[src/rtl/load_arb_pkg.sv]
// Shared sizing for the load arbiter: default data width, index-width helper and
// the supported requester/register counts.
package load_arb_pkg;

  localparam int DATA_W_DEF = 8;
  localparam int NREQ_MAX   = 8;
  localparam int NREG_MAX   = 16;

  // Index width for n items; a single-entry space still needs one bit.
  function automatic int aw_of(input int n);
    return (n <= 2) ? 1 : $clog2(n);
  endfunction

endpackage

[src/rtl/rr_pick.sv]
// Combinational round-robin pick: rotate requests so ptr sits at bit 0, take the
// lowest set bit, then rotate the grant back to requester numbering.
module rr_pick
  import load_arb_pkg::*;
#(
  parameter int N  = 4,
  parameter int PW = aw_of(N)
) (
  input  logic [N-1:0]  req,
  input  logic [PW-1:0] ptr,
  output logic [N-1:0]  gnt_onehot,
  output logic [PW-1:0] gnt_idx,
  output logic          any
);

  logic [2*N-1:0] req_dbl, gnt_dbl;
  logic [N-1:0]   rot, rot_gnt;
  logic [PW-1:0]  rot_idx;
  logic [PW:0]    idx_sum;

  assign req_dbl = {req, req} >> ptr;
  assign rot     = req_dbl[N-1:0];

  // Scan downward so the lowest rotated index is the last one written.
  always_comb begin
    rot_gnt = '0;
    rot_idx = '0;
    for (int i = N - 1; i >= 0; i--) begin
      if (rot[i]) begin
        rot_gnt    = '0;
        rot_gnt[i] = 1'b1;
        rot_idx    = PW'(i);
      end
    end
  end

  assign gnt_dbl    = {rot_gnt, rot_gnt} << ptr;
  assign gnt_onehot = gnt_dbl[2*N-1:N];
  assign idx_sum    = {1'b0, rot_idx} + {1'b0, ptr};
  assign gnt_idx    = (idx_sum >= (PW+1)'(N)) ? PW'(idx_sum - (PW+1)'(N)) : PW'(idx_sum);
  assign any        = |req;

endmodule

[src/rtl/load_arbiter.sv]
// Round-robin arbiter handing one requester per cycle onto a shared load_reg bank:
// registered ack / one-hot load strobe / value, plus a registered busy flag.
module load_arbiter
  import load_arb_pkg::*;
#(
  parameter int NREQ   = 4,
  parameter int NREG   = 4,
  parameter int DATA_W = DATA_W_DEF,
  parameter int AW     = aw_of(NREG),
  parameter int PW     = aw_of(NREQ)
) (
  input  logic                   clk,
  input  logic                   reset,
  input  logic [NREQ-1:0]        req,
  input  logic [NREQ*DATA_W-1:0] req_data,
  input  logic [NREQ*AW-1:0]     req_addr,
  input  logic                   hold,
  output logic [NREQ-1:0]        ack,
  output logic [NREG-1:0]        load,
  output logic [DATA_W-1:0]      value,
  output logic                   busy
);

  logic [PW-1:0]     ptr, ptr_nxt, gnt_idx;
  logic [NREQ-1:0]   eligible, gnt_onehot;
  logic              any, grant;
  logic [DATA_W-1:0] sel_data;
  logic [AW-1:0]     sel_addr;
  logic [NREG-1:0]   dec;

  // A requester being acked this cycle may still hold req high; that is a new
  // item and must wait at least one cycle.
  assign eligible = req & ~ack;
  assign grant    = any & ~hold;
  assign ptr_nxt  = (gnt_idx == PW'(NREQ - 1)) ? '0 : gnt_idx + 1'b1;

  rr_pick #(.N(NREQ), .PW(PW)) u_pick (
    .req        (eligible),
    .ptr        (ptr),
    .gnt_onehot (gnt_onehot),
    .gnt_idx    (gnt_idx),
    .any        (any)
  );

  always_comb begin
    sel_data = '0;
    sel_addr = '0;
    for (int i = 0; i < NREQ; i++) begin
      if (gnt_onehot[i]) begin
        sel_data |= req_data[i*DATA_W +: DATA_W];
        sel_addr |= req_addr[i*AW +: AW];
      end
    end
  end

  // Out-of-range addresses match no register, so the strobe is silently dropped.
  always_comb begin
    dec = '0;
    for (int r = 0; r < NREG; r++) dec[r] = (sel_addr == AW'(r));
  end

  always_ff @(posedge clk) begin
    if (!reset) begin
      ack   <= '0;
      load  <= '0;
      value <= '0;
      busy  <= 1'b0;
      ptr   <= '0;
    end else begin
      busy <= |(req & ~ack);
      if (grant) begin
        ack   <= gnt_onehot;
        load  <= dec;
        value <= sel_data;
        ptr   <= ptr_nxt;
      end else begin
        ack  <= '0;
        load <= '0;
      end
    end
  end

endmodule

[config.mk]
export PLATFORM = sky130hd
export DESIGN_NAME = load_arbiter
export DESIGN_NICKNAME = d
export VERILOG_FILES = /design/src/rtl/load_arb_pkg.sv /design/src/rtl/rr_pick.sv /design/src/rtl/load_arbiter.sv
export SDC_FILE = /design/constraint.sdc
export NUM_CORES = 1
export LEC_CHECK = 0
export ABC_AREA = 1
export CAP_MARGIN = 20
export CORE_MARGIN = 3
export CORE_UTILIZATION = 55
export CTS_CLUSTER_SIZE = 14
export DETAILED_ROUTE_END_ITERATION = 10
export DONT_BUFFER_PORTS = 1
export PLACE_DENSITY = 0.7
export SLEW_MARGIN = 15
export SYNTH_ARGS = -nofsm -noshare
export SYNTH_HDL_FRONTEND = slang
export SYNTH_SLANG_ARGS = --single-unit
export TNS_END_PERCENT = 20
[constraint.sdc]
create_clock -name clk -period 5.65 [get_ports clk]
set_clock_uncertainty 0.05 [all_clocks]
set_input_delay 1.695 -clock clk [delete_from_list [all_inputs] [get_ports clk]]
set_output_delay 1.695 -clock clk [all_outputs]
set_load 0.02 [all_outputs]
==> results.json, run 1 <==
{
  "num_antenna_cells": 0,
  "cts_htree_levels": 1,
  "synth_top_area_share_pct": 26.5,
  "min_path_type": "reg2reg",
  "fin_crit_ns": 3.10,
  "die_area_um2": 3260,
  "die_h_um": 57.1,
  "synthArstFlopShare_pct": 0,
  "dr.pass1.iters": 4,
  "ctsHoldBuffers": 0,
  "cts_made_buffers": 3,
  "fmax_mhz": 323,
  "ys_warn_count": 0,
  "outcome": "completed",
  "cp.arrival_ns": 3.25,
  "synth_most_common_cell": "nand3_1",
  "grt_pass1_wl_mm": 5.73,
  "grtUsageTotal_pct": 21.8,
  "grt_pass1_vias": 1288,
  "synth_edf_count": 0,
  "area_growth_pct": -3.57,
  "place_congestion": 0.852,
  "fin_setup_tns_ns": 0,
  "avgSynthCellArea_um2": 6.91,
  "cts_setup_buffers": 0,
  "ant_nets": 0,
  "ctsResizeCount": 0,
  "min_to": "value[3]",
  "synth.cell_area_um2": 1440,
  "cts_sinks": 19,
  "antenna_found_initial": 0,
  "leakage_nw": 0.629,
  "io_pins": 64,
  "drt_iter0_drc": 54,
  "start_util_pct": 61.4,
  "die_w_um": 57.1,
  "grt-ovfl-total": 0,
  "vias": 1368,
  "synth_ff_type": "dfxtp_1",
  "viasPerCell": 6.03,
  "slew_viol_final": 0,
  "syn-num-nets": 256,
  "synthTopCellsByCount": "nand3_1, nor2_1, nand2_1",
  "required_ns": 5.81,
  "worst_pin_slew_ns": 0.749,
  "cts_tree": "yes",
  "r2r-end": "ptr[1]",
  "crit_path_end_kind": "register",
  "dpl.hpwl_mm": 2.65,
  "slowest_delay_ns": 0.25,
  "grt_max_degree": 22,
  "max_cap_violations": 0,
  "drc": 0,
  "synth.largest_area_cell": "dfxtp_1",
  "min_delay_path_depth": 2,
  "synthCells": 208,
  "drive_gt1_share_pct": 19.1,
  "setup_viol": 0,
  "core.rowCount": 17,
  "period_share_pct": 54.8,
  "netlist_top_cells_area": "dfxtp_1, nand3_1, nand3_2, nor2_1, nand2_1",
  "worst-setup-path-type": "in2reg",
  "cts_root_buf": "clkbuf_4",
  "peakVddDrop_mv": 0.281,
  "routed_wirelength_mm": 3.46,
  "hp-start": "value[3]",
  "p_per_area_nw_per_um2": 514,
  "r2r_cells": 12,
  "cts_max_path_buffers": 2,
  "n_fill_cell": 249,
  "io_buffers": 0,
  "rr_startpoint": "ptr[0]",
  "synth.distinct_cells": 23,
  "finalHoldViolCount": 0,
  "path_cells": "nand3_1 > nand3_1 > nand2_1 > nor2_4 > nor2_1 > nor2_1 > ha_1 > xnor2_1 > xor2_1 > nor2_1 > o221ai_1 > inv_1",
  "synth_seq_cells": 19,
  "worst_setup_hold_path_clk_slew_ns": 0.12,
  "nets": 248,
  "wl_per_cell_um": 15.3,
  "path_common_cell": "nor2_1",
  "relSlewSlack_pct": 50.0,
  "utilization_pct": 59.2,
  "ys_seq_area_share_pct": 26.5,
  "clk_latency_ns": 0.30,
  "path_max_fanout": 3,
  "r2r_slack_ns": 3.13,
  "largest_register_ffs": 8,
  "cp_slowest_cell": "ha_1",
  "rsz0062_at_grt": "false",
  "design.core.area_um2": 2340,
  "start_kind": "input port"
}
layer usage:
metal	routed length (um)	global-route usage, %	vias up
met5	0	0	-
met4	29	4.64	0
met3	293	6.11	4
met2	1600	35.2	64
met1	1550	28.9	620
li1	-	-	680
metrics by stage:
| stage | cells | worst slack [ns] | area, um^2 | hold WS, ns | total power [mW] |
|---|---|---|---|---|---|
| floorplan | 208 | 2.41 | 1440 | 0.544 | 0.627 |
| global placement | 223 | 2.24 | 1360 | 0.574 | 0.628 |
| detailed placement | 223 | 2.23 | 1360 | 0.583 | 0.642 |
| CTS | 227 | 2.55 | 1380 | 0.603 | 0.710 |
| global route | 227 | 2.41 | 1390 | 0.627 | 0.778 |
| finish | 227 | 2.55 | 1390 | 0.599 | 0.712 |
critical path: cells and delay by family:
| family | cells | cell delay [ns] |
|---|---|---|
| AO/OA/AOI/OAI | 1 | 0.16 |
| AND/OR/NAND/NOR | 7 | 0.68 |
| buffers and inverters | 1 | 0.06 |
| adder cells (fa/ha/maj) | 1 | 0.25 |
| XOR/XNOR | 2 | 0.40 |
how the worst max path moves through the flow:
stage | end | slack [ns] | cells past startpoint | startpoint
floorplan | ptr[1] | 2.41 | 12 | req[0]
global placement | ptr[1] | 2.24 | 12 | req[2]
detailed placement | ptr[1] | 2.23 | 12 | req[0]
CTS | ptr[1] | 2.55 | 12 | req[0]
global route | ptr[1] | 2.41 | 12 | req[0]
finish | ptr[1] | 2.55 | 12 | req[0]
placed cells by master (no fill, tap or decap), drive strengths merged, types with 3 or more instances in the layout:
cell and n:
o21ai 10, clkbuf 3, dfxtp 19, nand2 35
inv 15, nor2 33, nand3 75, nand4 3
cell type report:
type	count	area [um^2]	area share, %
Multi-Input combinational cell	161	876	63.2
Sequential cell	19	380	27.5
Inverter	15	66.3	4.79
Tap cell	28	35.0	2.53
Clock buffer	3	22.5	1.63
Clock inverter	1	5.00	0.361
cells by family after synthesis:
kind of cell	share of synthesized area (%)
xor gates and xnor gates	1.22
and+or+nand+nor	54.3
AOI/OAI and AO/OA	4.44
adders and majority gates	0.871
buffers and inverters	12.7
DFF	26.5
power by group:
| part | switching, mW | leakage (nW) | total, mW | internal [mW] |
|---|---|---|---|---|
| logic | 0.285 | 0.455 | 0.422 | 0.137 |
| registers | 0.0601 | 0.157 | 0.222 | 0.162 |
| clock network | 0.0412 | 0.0177 | 0.0676 | 0.0263 |
| total | 0.386 | 0.629 | 0.712 | 0.325 |
No activity file was read; power rests on OpenSTA's default activity.
==> run 2, diff against run 1 <==
--- a/config.mk
+++ b/config.mk
@@ -12,7 +12,7 @@
 export CTS_CLUSTER_SIZE = 14
 export DETAILED_ROUTE_END_ITERATION = 10
 export DONT_BUFFER_PORTS = 1
-export PLACE_DENSITY = 0.7
+export PLACE_DENSITY = 0.73
 export SLEW_MARGIN = 15
 export SYNTH_ARGS = -nofsm -noshare
 export SYNTH_HDL_FRONTEND = slang
==> constraint.sdc (replaced) <==
create_clock -name clk -period 2.75 [get_ports clk]
set_clock_uncertainty 0.05 [all_clocks]
set_input_delay 0.825 -clock clk [delete_from_list [all_inputs] [get_ports clk]]
set_output_delay 0.825 -clock clk [all_outputs]
set_load 0.02 [all_outputs]
==> run 2 against run 1 <==
Against the previous run:
- final cell count increased by 1.3%
- worst hold slack lost 0.0020 ns
- die area unchanged
- setup slack got worse by 2.2 ns
- clock power grew 100%
- via count stayed put
- largest cell class unchanged
- total power up 110%
- combinational power up 110%
- sequential power up 110%
- first-iteration DRC count up 9.3%
- routed wire length rose by 1.9%
==> results.json, run 2 (synthesis gave the netlist of run 1 again) <==
{
  "cts_root_buf": "clkbuf_4",
  "n_fill_cell": 241,
  "nets": 251,
  "routed_wirelength_mm": 3.53,
  "leakage_nw": 0.640,
  "cts_made_buffers": 3,
  "viasPerCell": 5.95,
  "worst_pin_slew_ns": 0.494,
  "worst_setup_hold_path_clk_slew_ns": 0.11,
  "cts_htree_levels": 1,
  "fmax_mhz": 411,
  "min_path_type": "in2reg",
  "rsz0062_at_grt": "false",
  "worst-setup-path-type": "reg2reg",
  "path_max_fanout": 10,
  "ant_nets": 0,
  "drive_gt1_share_pct": 19.8,
  "period_share_pct": 88.5,
  "outcome": "completed",
  "fin_crit_ns": 2.43,
  "antenna_found_initial": 0,
  "crit_path_end_kind": "register",
  "die_h_um": 57.1,
  "grt_max_degree": 22,
  "wl_per_cell_um": 15.3,
  "cts_sinks": 19,
  "finalHoldViolCount": 0,
  "largest_register_ffs": 8,
  "clk_latency_ns": 0.30,
  "relSlewSlack_pct": 67.0,
  "die_area_um2": 3260,
  "dr.pass1.iters": 4,
  "grtUsageTotal_pct": 23.1,
  "final_cell_mix": "nand3_1, nor2_1, nand2_1",
  "final_common_cell": "nand3_1",
  "drt_iter0_drc": 59,
  "io_buffers": 0,
  "die_w_um": 57.1,
  "place_congestion": 0.890,
  "num_antenna_cells": 0,
  "cts_tree": "yes",
  "drc": 0,
  "peakVddDrop_mv": 0.564,
  "vias": 1368,
  "core.rowCount": 17,
  "required_ns": 2.90,
  "grt_pass1_vias": 1376,
  "slew_viol_final": 0,
  "max_cap_violations": 0,
  "whs_ns": 0.597,
  "cts_max_path_buffers": 2,
  "io_pins": 64,
  "dpl.hpwl_mm": 2.80,
  "fin_setup_tns_ns": 0,
  "grt-ovfl-total": 0,
  "start_kind": "register",
  "design.core.area_um2": 2340,
  "p_per_area_nw_per_um2": 1060,
  "setup_viol": 0,
  "area_growth_pct": -2.18,
  "grt_pass1_wl_mm": 6.11,
  "start_util_pct": 61.4,
  "cp.arrival_ns": 2.58
}
[run 2: changes by cell type in the layout (fill, tap and decap cells not counted), sizes merged]
cell and delta:
clkinv -1, buf +3, clkbuf +1
[run 2: path summary, 6_finish.rpt]
check           start       end  slack (ns)  cells after the start
max            ptr[1]    ptr[1]        0.32                     12
min             reset    ptr[0]        0.60                      2
max reg2reg    ptr[1]    ptr[1]        0.32                     12
min reg2reg  value[0]  value[0]        0.60                      2
[run 2: critical path, stage by stage (launching register included)]
cell	delay, ns
dfxtp_1	0.64
inv_4	0.14
nand3_1	0.11
nand2_1	0.10
nor2_4	0.15
nor2_1	0.05
nor2_1	0.10
ha_1	0.26
xnor2_1	0.21
xor2_1	0.20
nor2_1	0.07
o221ai_1	0.18
inv_1	0.05
[run 2: per-layer routing]
layer	up-vias	wire length (um)	GRT usage, %
met3	4	380	6.33
met2	74	1670	40.6
met1	608	1450	27.9
li1	682	-	-
met5	-	0	0
met4	0	26	5.63
[run 2: final cells by class]
cell class / instances / area [um^2] / share of cell area, %
multi-input combinational: 161 / 873 / 62.2
sequential: 19 / 382 / 27.2
inverter: 15 / 66.3 / 4.72
tap: 28 / 35.0 / 2.49
clock buffer: 4 / 26.3 / 1.87
timing repair buffer: 3 / 22.5 / 1.60
[run 2: timing repair]
item / CTS / global route
buffers inserted: 0 / 0
setup endpoints to repair: 0 / 1
gates resized for setup: 0 / 1
hold buffers: 0 / 0
[run 2: where the power goes]
group          leakage, nW  internal (mW)  switching (mW)  total, mW
sequential           0.157          0.334           0.126      0.460
clock               0.0150         0.0564          0.0816      0.138
combinational        0.468          0.301           0.591      0.892
total                0.640          0.692           0.798       1.49
[run 2: through the flow]
stage	utilization [%]	power, mW	cell area, um^2	std cells	setup WS, ns
global route	60.1	1.64	1410	230	0.0682
floorplan	-	1.29	1440	208	0.377
CTS	60.0	1.49	1400	230	0.145
detailed placement	58.9	1.36	1380	226	0.140
global placement	58.9	1.32	1380	226	0.286
finish	60.1	1.49	1410	230	0.317
==> run 3, diff against run 2 <==
--- a/config.mk
+++ b/config.mk
@@ -9,7 +9,7 @@
 export CAP_MARGIN = 20
 export CORE_MARGIN = 3
 export CORE_UTILIZATION = 55
-export CTS_CLUSTER_SIZE = 14
+export CTS_CLUSTER_SIZE = 30
 export DETAILED_ROUTE_END_ITERATION = 10
 export DONT_BUFFER_PORTS = 1
 export PLACE_DENSITY = 0.73
==> results of run 3 <==
The final DEF is identical to that of run 2; final timing and power are the same.
